<file path="src/rtl/id_issue_ctrl_pkg.sv">
// Shared definitions for the ID-stage issue controller: default sizes,
// issue FSM state encoding and a source-hazard helper.
package id_issue_ctrl_pkg;

  localparam int NREG_DEFAULT  = 32;
  localparam int CNT_W_DEFAULT = 2;
  localparam int REG_IDX_W     = 5;
  localparam int NREG_MAX      = 1 << REG_IDX_W;

  typedef enum logic [1:0] {
    ST_RUN   = 2'd0,
    ST_HOLD  = 2'd1,
    ST_FLUSH = 2'd2
  } issue_state_e;

  // A source blocks issue when it is read, is not r0 and has a write in flight.
  function automatic logic src_hit(input logic                 ren,
                                   input logic [REG_IDX_W-1:0] idx,
                                   input logic [NREG_MAX-1:0]  pend);
    return ren && (idx != '0) && pend[idx];
  endfunction

endpackage

</file>
<file path="src/rtl/id_issue_scoreboard.sv">
// Per-register pending-write counters plus the RAW/WAW hazard lookup.
// Counters sit on indices 1..NREG-1; r0 and out-of-range indices never pend.
module issue_scoreboard
  import id_issue_ctrl_pkg::*;
#(
  parameter int NREG  = NREG_DEFAULT,
  parameter int CNT_W = CNT_W_DEFAULT
) (
  input  logic                 clk,
  input  logic                 resetn,
  input  logic                 clr,
  input  logic                 inc_en,
  input  logic [REG_IDX_W-1:0] inc_idx,
  input  logic                 dec_en,
  input  logic [REG_IDX_W-1:0] dec_idx,
  input  logic                 chk_valid,
  input  logic                 chk_ine,
  input  logic [REG_IDX_W-1:0] reg_j,
  input  logic [REG_IDX_W-1:0] reg_k,
  input  logic [REG_IDX_W-1:0] reg_d,
  input  logic                 j_ren,
  input  logic                 k_ren,
  input  logic                 d_ren,
  input  logic                 wen,
  input  logic [REG_IDX_W-1:0] wdest,
  output logic                 stall_raw,
  output logic                 stall_waw
);

  logic [NREG_MAX-1:0] pend_vec;
  logic [NREG_MAX-1:0] full_vec;

  genvar gi;
  generate
    for (gi = 0; gi < NREG_MAX; gi++) begin : g_reg
      if (gi > 0 && gi < NREG) begin : g_cnt
        logic [CNT_W-1:0] cnt_q;
        logic [CNT_W-1:0] cnt_d;
        logic             inc_hit;
        logic             dec_hit;

        assign inc_hit = inc_en && (inc_idx == REG_IDX_W'(gi));
        // A retire against an idle counter is dropped rather than wrapping.
        assign dec_hit = dec_en && (dec_idx == REG_IDX_W'(gi)) && (cnt_q != '0);

        // Next count: flush clears, a simultaneous +1/-1 cancels out.
        always_comb begin
          cnt_d = cnt_q;
          if (clr)
            cnt_d = '0;
          else if (inc_hit && !dec_hit)
            cnt_d = cnt_q + 1'b1;
          else if (dec_hit && !inc_hit)
            cnt_d = cnt_q - 1'b1;
        end

        // Counter register.
        always_ff @(posedge clk or negedge resetn) begin
          if (!resetn)
            cnt_q <= '0;
          else
            cnt_q <= cnt_d;
        end

        assign pend_vec[gi] = |cnt_q;
        assign full_vec[gi] = &cnt_q;
      end else begin : g_none
        assign pend_vec[gi] = 1'b0;
        assign full_vec[gi] = 1'b0;
      end
    end
  endgenerate

  // Hazards look only at registered counts, so a retire unblocks one cycle later.
  always_comb begin
    stall_raw = chk_valid && !chk_ine &&
                (src_hit(j_ren, reg_j, pend_vec) ||
                 src_hit(k_ren, reg_k, pend_vec) ||
                 src_hit(d_ren, reg_d, pend_vec));
    stall_waw = chk_valid && !chk_ine && wen && (wdest != '0) && full_vec[wdest];
  end

endmodule

</file>
<file path="src/rtl/id_issue_ctrl.sv">
// ID-stage issue controller: gates issue on scoreboard hazards, runs the
// RUN/HOLD/FLUSH sequencer and keeps a saturating stalled-cycle counter.
module id_issue_ctrl
  import id_issue_ctrl_pkg::*;
#(
  parameter int NREG  = NREG_DEFAULT,
  parameter int CNT_W = CNT_W_DEFAULT
) (
  input  logic                 clk,
  input  logic                 resetn,
  input  logic                 ds_valid,
  input  logic [REG_IDX_W-1:0] ds_reg_j,
  input  logic [REG_IDX_W-1:0] ds_reg_k,
  input  logic [REG_IDX_W-1:0] ds_reg_d,
  input  logic                 ds_j_ren,
  input  logic                 ds_k_ren,
  input  logic                 ds_d_ren,
  input  logic                 ds_ine,
  input  logic                 ds_wen,
  input  logic [REG_IDX_W-1:0] ds_wdest,
  input  logic                 es_allowin,
  input  logic                 wb_valid,
  input  logic [REG_IDX_W-1:0] wb_dest,
  input  logic                 flush,
  output logic                 ds_allowin,
  output logic                 ds_to_es_valid,
  output logic                 stall_raw,
  output logic                 stall_waw,
  output logic [15:0]          stall_cnt
);

  issue_state_e state_q, state_d;
  logic [15:0]  stall_cnt_q, stall_cnt_d;
  logic         issue;
  logic         stalled;

  issue_scoreboard #(
    .NREG  (NREG),
    .CNT_W (CNT_W)
  ) u_scoreboard (
    .clk       (clk),
    .resetn    (resetn),
    .clr       (flush),
    .inc_en    (issue && ds_wen && (ds_wdest != '0)),
    .inc_idx   (ds_wdest),
    .dec_en    (wb_valid && (wb_dest != '0)),
    .dec_idx   (wb_dest),
    .chk_valid (ds_valid),
    .chk_ine   (ds_ine),
    .reg_j     (ds_reg_j),
    .reg_k     (ds_reg_k),
    .reg_d     (ds_reg_d),
    .j_ren     (ds_j_ren),
    .k_ren     (ds_k_ren),
    .d_ren     (ds_d_ren),
    .wen       (ds_wen),
    .wdest     (ds_wdest),
    .stall_raw (stall_raw),
    .stall_waw (stall_waw)
  );

  // Issue/handshake decode and next FSM state; nothing issues while in reset.
  always_comb begin
    issue   = resetn && ds_valid && es_allowin && !stall_raw && !stall_waw &&
              !flush && (state_q != ST_FLUSH);
    stalled = ds_valid && !issue && !flush;
    if (!resetn)
      ds_allowin = 1'b1;
    else if (state_q == ST_FLUSH)
      ds_allowin = 1'b0;
    else
      ds_allowin = !ds_valid || issue;

    state_d = state_q;
    if (flush) begin
      state_d = ST_FLUSH;
    end else begin
      case (state_q)
        ST_RUN:   if (ds_valid && !issue) state_d = ST_HOLD;
        ST_HOLD:  if (issue || !ds_valid) state_d = ST_RUN;
        ST_FLUSH: state_d = ST_RUN;
        default:  state_d = ST_RUN;
      endcase
    end

    stall_cnt_d = stall_cnt_q;
    if (stalled && (stall_cnt_q != 16'hFFFF))
      stall_cnt_d = stall_cnt_q + 16'd1;
  end

  // State and stall-counter registers.
  always_ff @(posedge clk or negedge resetn) begin
    if (!resetn) begin
      state_q     <= ST_RUN;
      stall_cnt_q <= '0;
    end else begin
      state_q     <= state_d;
      stall_cnt_q <= stall_cnt_d;
    end
  end

  assign ds_to_es_valid = issue;
  assign stall_cnt      = stall_cnt_q;

endmodule

</file>
<file path="config.mk">
export PLATFORM = sky130hd
export DESIGN_NAME = id_issue_ctrl
export DESIGN_NICKNAME = d
export VERILOG_FILES = /design/src/rtl/id_issue_ctrl_pkg.sv /design/src/rtl/id_issue_scoreboard.sv /design/src/rtl/id_issue_ctrl.sv
export SDC_FILE = /design/constraint.sdc
export NUM_CORES = 1
export LEC_CHECK = 0
export BUFFER_PORTS_ARGS = -buffer_cell sky130_fd_sc_hd__buf_4
export CORE_MARGIN = 4
export CORE_UTILIZATION = 45
export DETAILED_ROUTE_END_ITERATION = 12
export PLACE_DENSITY_LB_ADDON = 0.08
export SETUP_SLACK_MARGIN = 0.2
export SYNTH_ARGS = -nofsm -noshare
export SYNTH_HDL_FRONTEND = slang
export SYNTH_SLANG_ARGS = --single-unit
</file>
<file path="constraint.sdc">
create_clock -name clk -period 3.4 [get_ports clk]
set_input_delay 0.51 -clock clk [delete_from_list [all_inputs] [get_ports clk]]
set_output_delay 0.51 -clock clk [all_outputs]
set_load 0.03 [all_outputs]
</file>
==> results.yml <==
floorplan:
  die_h_um: 127
  start_util_pct: 45.8
  num_rows: 43
  die_w_um: 127
  core_area_um2: 13800
  io_pins: 56
  die_area_um2: 16000
logic_synthesis:
  synth-edff-count: 0
  avgSynthCellArea_um2: 7.66
  synth-xor-area-share_pct: 5.81
  synth_top_family_by_area: "simple AND/OR/NAND/NOR gates"
  synth.distinct_cells: 68
  synthArstFlopShare_pct: 100
  synth-compound-area-share_pct: 19.5
  synth_nets: 864
  yosys.area_share.adder_pct: 0.198
  synth_warnings: 0
  syn_area_um2: 6330
  synthFlopType: "dfrtp_1"
  ys_seq_elements: 80
  yosysSeqAreaShare_pct: 31.6
  syn_inst: 827
  muxShareOfSynthArea_pct: 5.29
  synth_simple_gate_area_share_pct: 33.5
routing:
  vias_per_cell: 6.29
  vias: 6962
  drt-total-wl_mm: 24.2
  first_pass_iters: 5
  drtIter0Drc: 778
  route.detailed.drc: 0
  post_drt_wl_per_cell_um: 21.9
  ant_nets: 0
clock_network:
  clk_latency_ns: 0.35
  htreeDepth: 3
  cts_buffer_depth: 2
  cts_sinks: 80
  cts_tree: "done"
  path_clk_slew_ns: 0.07
  cts_buffers: 9
  root_buffer: "clkbuf_16"
min_path:
  hold_class: "reg -> reg"
layout:
  finalNonFillerCells: 1106
  final_layout_size_suffix_gt1_share_pct: 24.4
  n_fill_cell: 1274
  fin_area_um2: 7990
  syn_to_final_growth_pct: 26.1
  diodes: 0
  final_nets: 960
setup_path:
  setup.worst_path.end_class: "output port"
  critPathArrivalTime_ns: 2.91
  cp_max_fo: 2
  criticalPathCategory: "reg -> out"
  cp_slowest_cell: "or4_4"
  crit_required_ns: 2.89
  cp-start-kind: "register"
  crit_chain: "nor2_1 -> buf_4 -> mux4_2 -> nor3b_1 -> or4_4 -> nand4_1 -> o311ai_4 -> and3_4 -> o21ai_2 -> nand2_2 -> buf_6"
  cpPeakStageDelay_ns: 0.49
pwr:
  ir_drop_v: 0.000374
  power.density_nw_per_um2: 321
  power.leakage_uw: 0.00323
  power_uw: 2560
timing:
  worst_pin_slew_ns: 1.04
  slew_headroom_pct: 30.4
  setup_ws_ns: -0.0218
  min_period_ns: 3.42
  post-route-period-util_pct: 101
  rsz0062_at_grt: "yes"
  whs_ns: 0.436
  hold_violations: 0
  finalClockSkew_ns: 0.00973
  setup_viol: 1
  clock.fmax_mhz: 292
  slew_violations: 0
global_route:
  overflow: 0
  grt_max_degree: 76
  grt_pass1_wl_mm: 37.1
  globalRouteTotalUtil_pct: 29.8
  antenna_found_initial: 0
  grt_pass1_vias: 6543
place:
  port_buffers: 55
  dp_hpwl_mm: 18.0
  dpl.cell_count: 1073
  placed_area_um2: 7200
  place_congestion: 0.964
outcome:
  violations: "setup timing"
  status: "finished, violations left"
flow_run:
  cap_violations: 0
[per-layer routing]
layer / up-vias / share of wire (%) / global-route usage [%]
met5: - / 0 / 0
met3: 65 / 6.9 / 4.04
met2: 333 / 46 / 47.8
li1: 3190 / - / -
met1: 3374 / 43 / 41.1
met4: 0 / 3.9 / 11.3
[sequential cells by signal, summed over array words and instances (netlist names)]
signal and flops:
stall_cnt 16, state_q 2, u_scoreboard.g.g_cnt.cnt_q 62
[cell usage after synthesis (all sizes together) (5+ instances only)]
cell | number | area share, %
clkbuf | 27 | 1.6
mux4 | 10 | 3.6
xnor2 | 36 | 5.0
nand4 | 25 | 2.5
xor2 | 6 | 0.83
a211oi | 12 | 1.6
o2111ai | 5 | 0.69
nor2 | 134 | 7.9
nand2b | 12 | 1.2
dfrtp | 80 | 32
nand3b | 5 | 0.59
nand2 | 78 | 4.6
nand3 | 45 | 3.6
inv | 19 | 1.1
and2 | 31 | 3.1
nor2b | 7 | 0.69
and3 | 9 | 0.89
nor3b | 24 | 2.8
mux2 | 8 | 1.4
nor3 | 32 | 2.6
a21oi | 79 | 6.2
o21ai | 49 | 3.9
buf | 14 | 1.3
nor4 | 8 | 0.79
[cells by family (layout without fill, tap and decap cells)]
kind of cell             Yosys count  after routing
flip-flops                        80             80
buffers and inverters             60            159
multiplexers                      20             20
AND/OR/NAND/NOR                  426            426
XOR/XNOR                          42             42
adder cells (fa/ha/maj)            1              1
AO/OA/AOI/OAI                    198            198
[metrics by stage]
step | util (%) | setup slack [ns] | setup TNS (ns)
after floorplan | - | 0.219 | 0
after global placement | 52.1 | -0.130 | -0.530
after detailed placement | 52.1 | -0.00944 | -0.00944
after CTS | 55.6 | -0.0422 | -0.0422
after global routing | 57.8 | -0.0853 | -0.142
final | 57.8 | -0.0218 | -0.0218
[cell usage in the layout (no fill, tap or decap), types with 5 or more instances in the layout]
cell type  netlist  layout
nor2_1         134     117
nand4_1         25      25
nand2_1         78      76
inv_1           19      19
o21ai_0         49      45
mux4_2          10      10
dfrtp_1         80      72
buf_4            3     115
a211oi_1        11       7
nor2_4           0       7
nor4_1           8       7
o2111ai_1        5       5
buf_6            1       6
dfrtp_2          0       8
and3_1           9       6
xor2_1           6       6
nor2_2           0      10
nor3_1          31      29
nor2b_1          7       7
and2_1          31      31
xnor2_1         36      31
nand3b_1         5       5
xnor2_2          0       5
a21oi_1         79      78
nor3b_1         24      23
mux2_2           7       6
nand3_1         45      38
nand2b_1        12      12
clkbuf_16        0      10
[timing repair]
item                       CTS  global route
resized for setup           34            54
pin swaps                    8            17
buffers inserted            11             6
gates cloned                 0             1
hold buffers                 1             0
hold endpoints to repair     5             0
setup endpoints to repair   24            48
[worst max-delay path, delay by kind of cell (launching register included)]
| kind | cells | cell delay [ns] |
|---|---|---|
| AOI/OAI and AO/OA | 2 | 0.28 |
| DFF | 1 | 0.36 |
| and+or+nand+nor | 6 | 1.20 |
| muxes | 1 | 0.44 |
| buffers and inverters | 2 | 0.28 |
[worst paths after layout]
check | startpoint | endpoint | slack (ns) | cells past startpoint
hold / removal | state_q[1]$_DFFE_PN0P_ | state_q[0]$_DFFE_PN0P_ | 0.44 | 1
max in group asynchronous | resetn | u_scoreboard.g_reg[23].g_cnt.cnt_q[0]$_DFFE_PN0P_ | 1.49 | 3
min in group asynchronous | resetn | stall_cnt[14]$_DFFE_PN0P_ | 0.58 | 2
setup / recovery | u_scoreboard.g_reg[19].g_cnt.cnt_q[1]$_DFFE_PN0P_ | ds_allowin | -0.02 | 11
setup reg to reg | u_scoreboard.g_reg[19].g_cnt.cnt_q[1]$_DFFE_PN0P_ | stall_cnt[1]$_DFFE_PN0P_ | 0.06 | 13
hold reg to reg | state_q[1]$_DFFE_PN0P_ | state_q[0]$_DFFE_PN0P_ | 0.44 | 1
[area by class of cell]
class / instances / area, um2 / share of cell area (%)
Clock buffer: 10 / 239 / 2.99
Clock inverter: 4 / 55.1 / 0.689
Inverter: 19 / 71.3 / 0.893
Multi-Input combinational cell: 687 / 4370 / 54.7
Sequential cell: 80 / 2010 / 25.2
Tap cell: 180 / 225 / 2.82
Timing Repair Buffer: 126 / 1020 / 12.7
[power breakdown]
group          switching, uW  total (uW)  leakage (uW)  internal (uW)
registers               42.7        1030       0.00109            983
clock network            432        1020      0.000141            586
logic                    318         517       0.00201            199
total                    793        2560       0.00323           1770
Note: power is estimated with default switching activity, not from simulation.
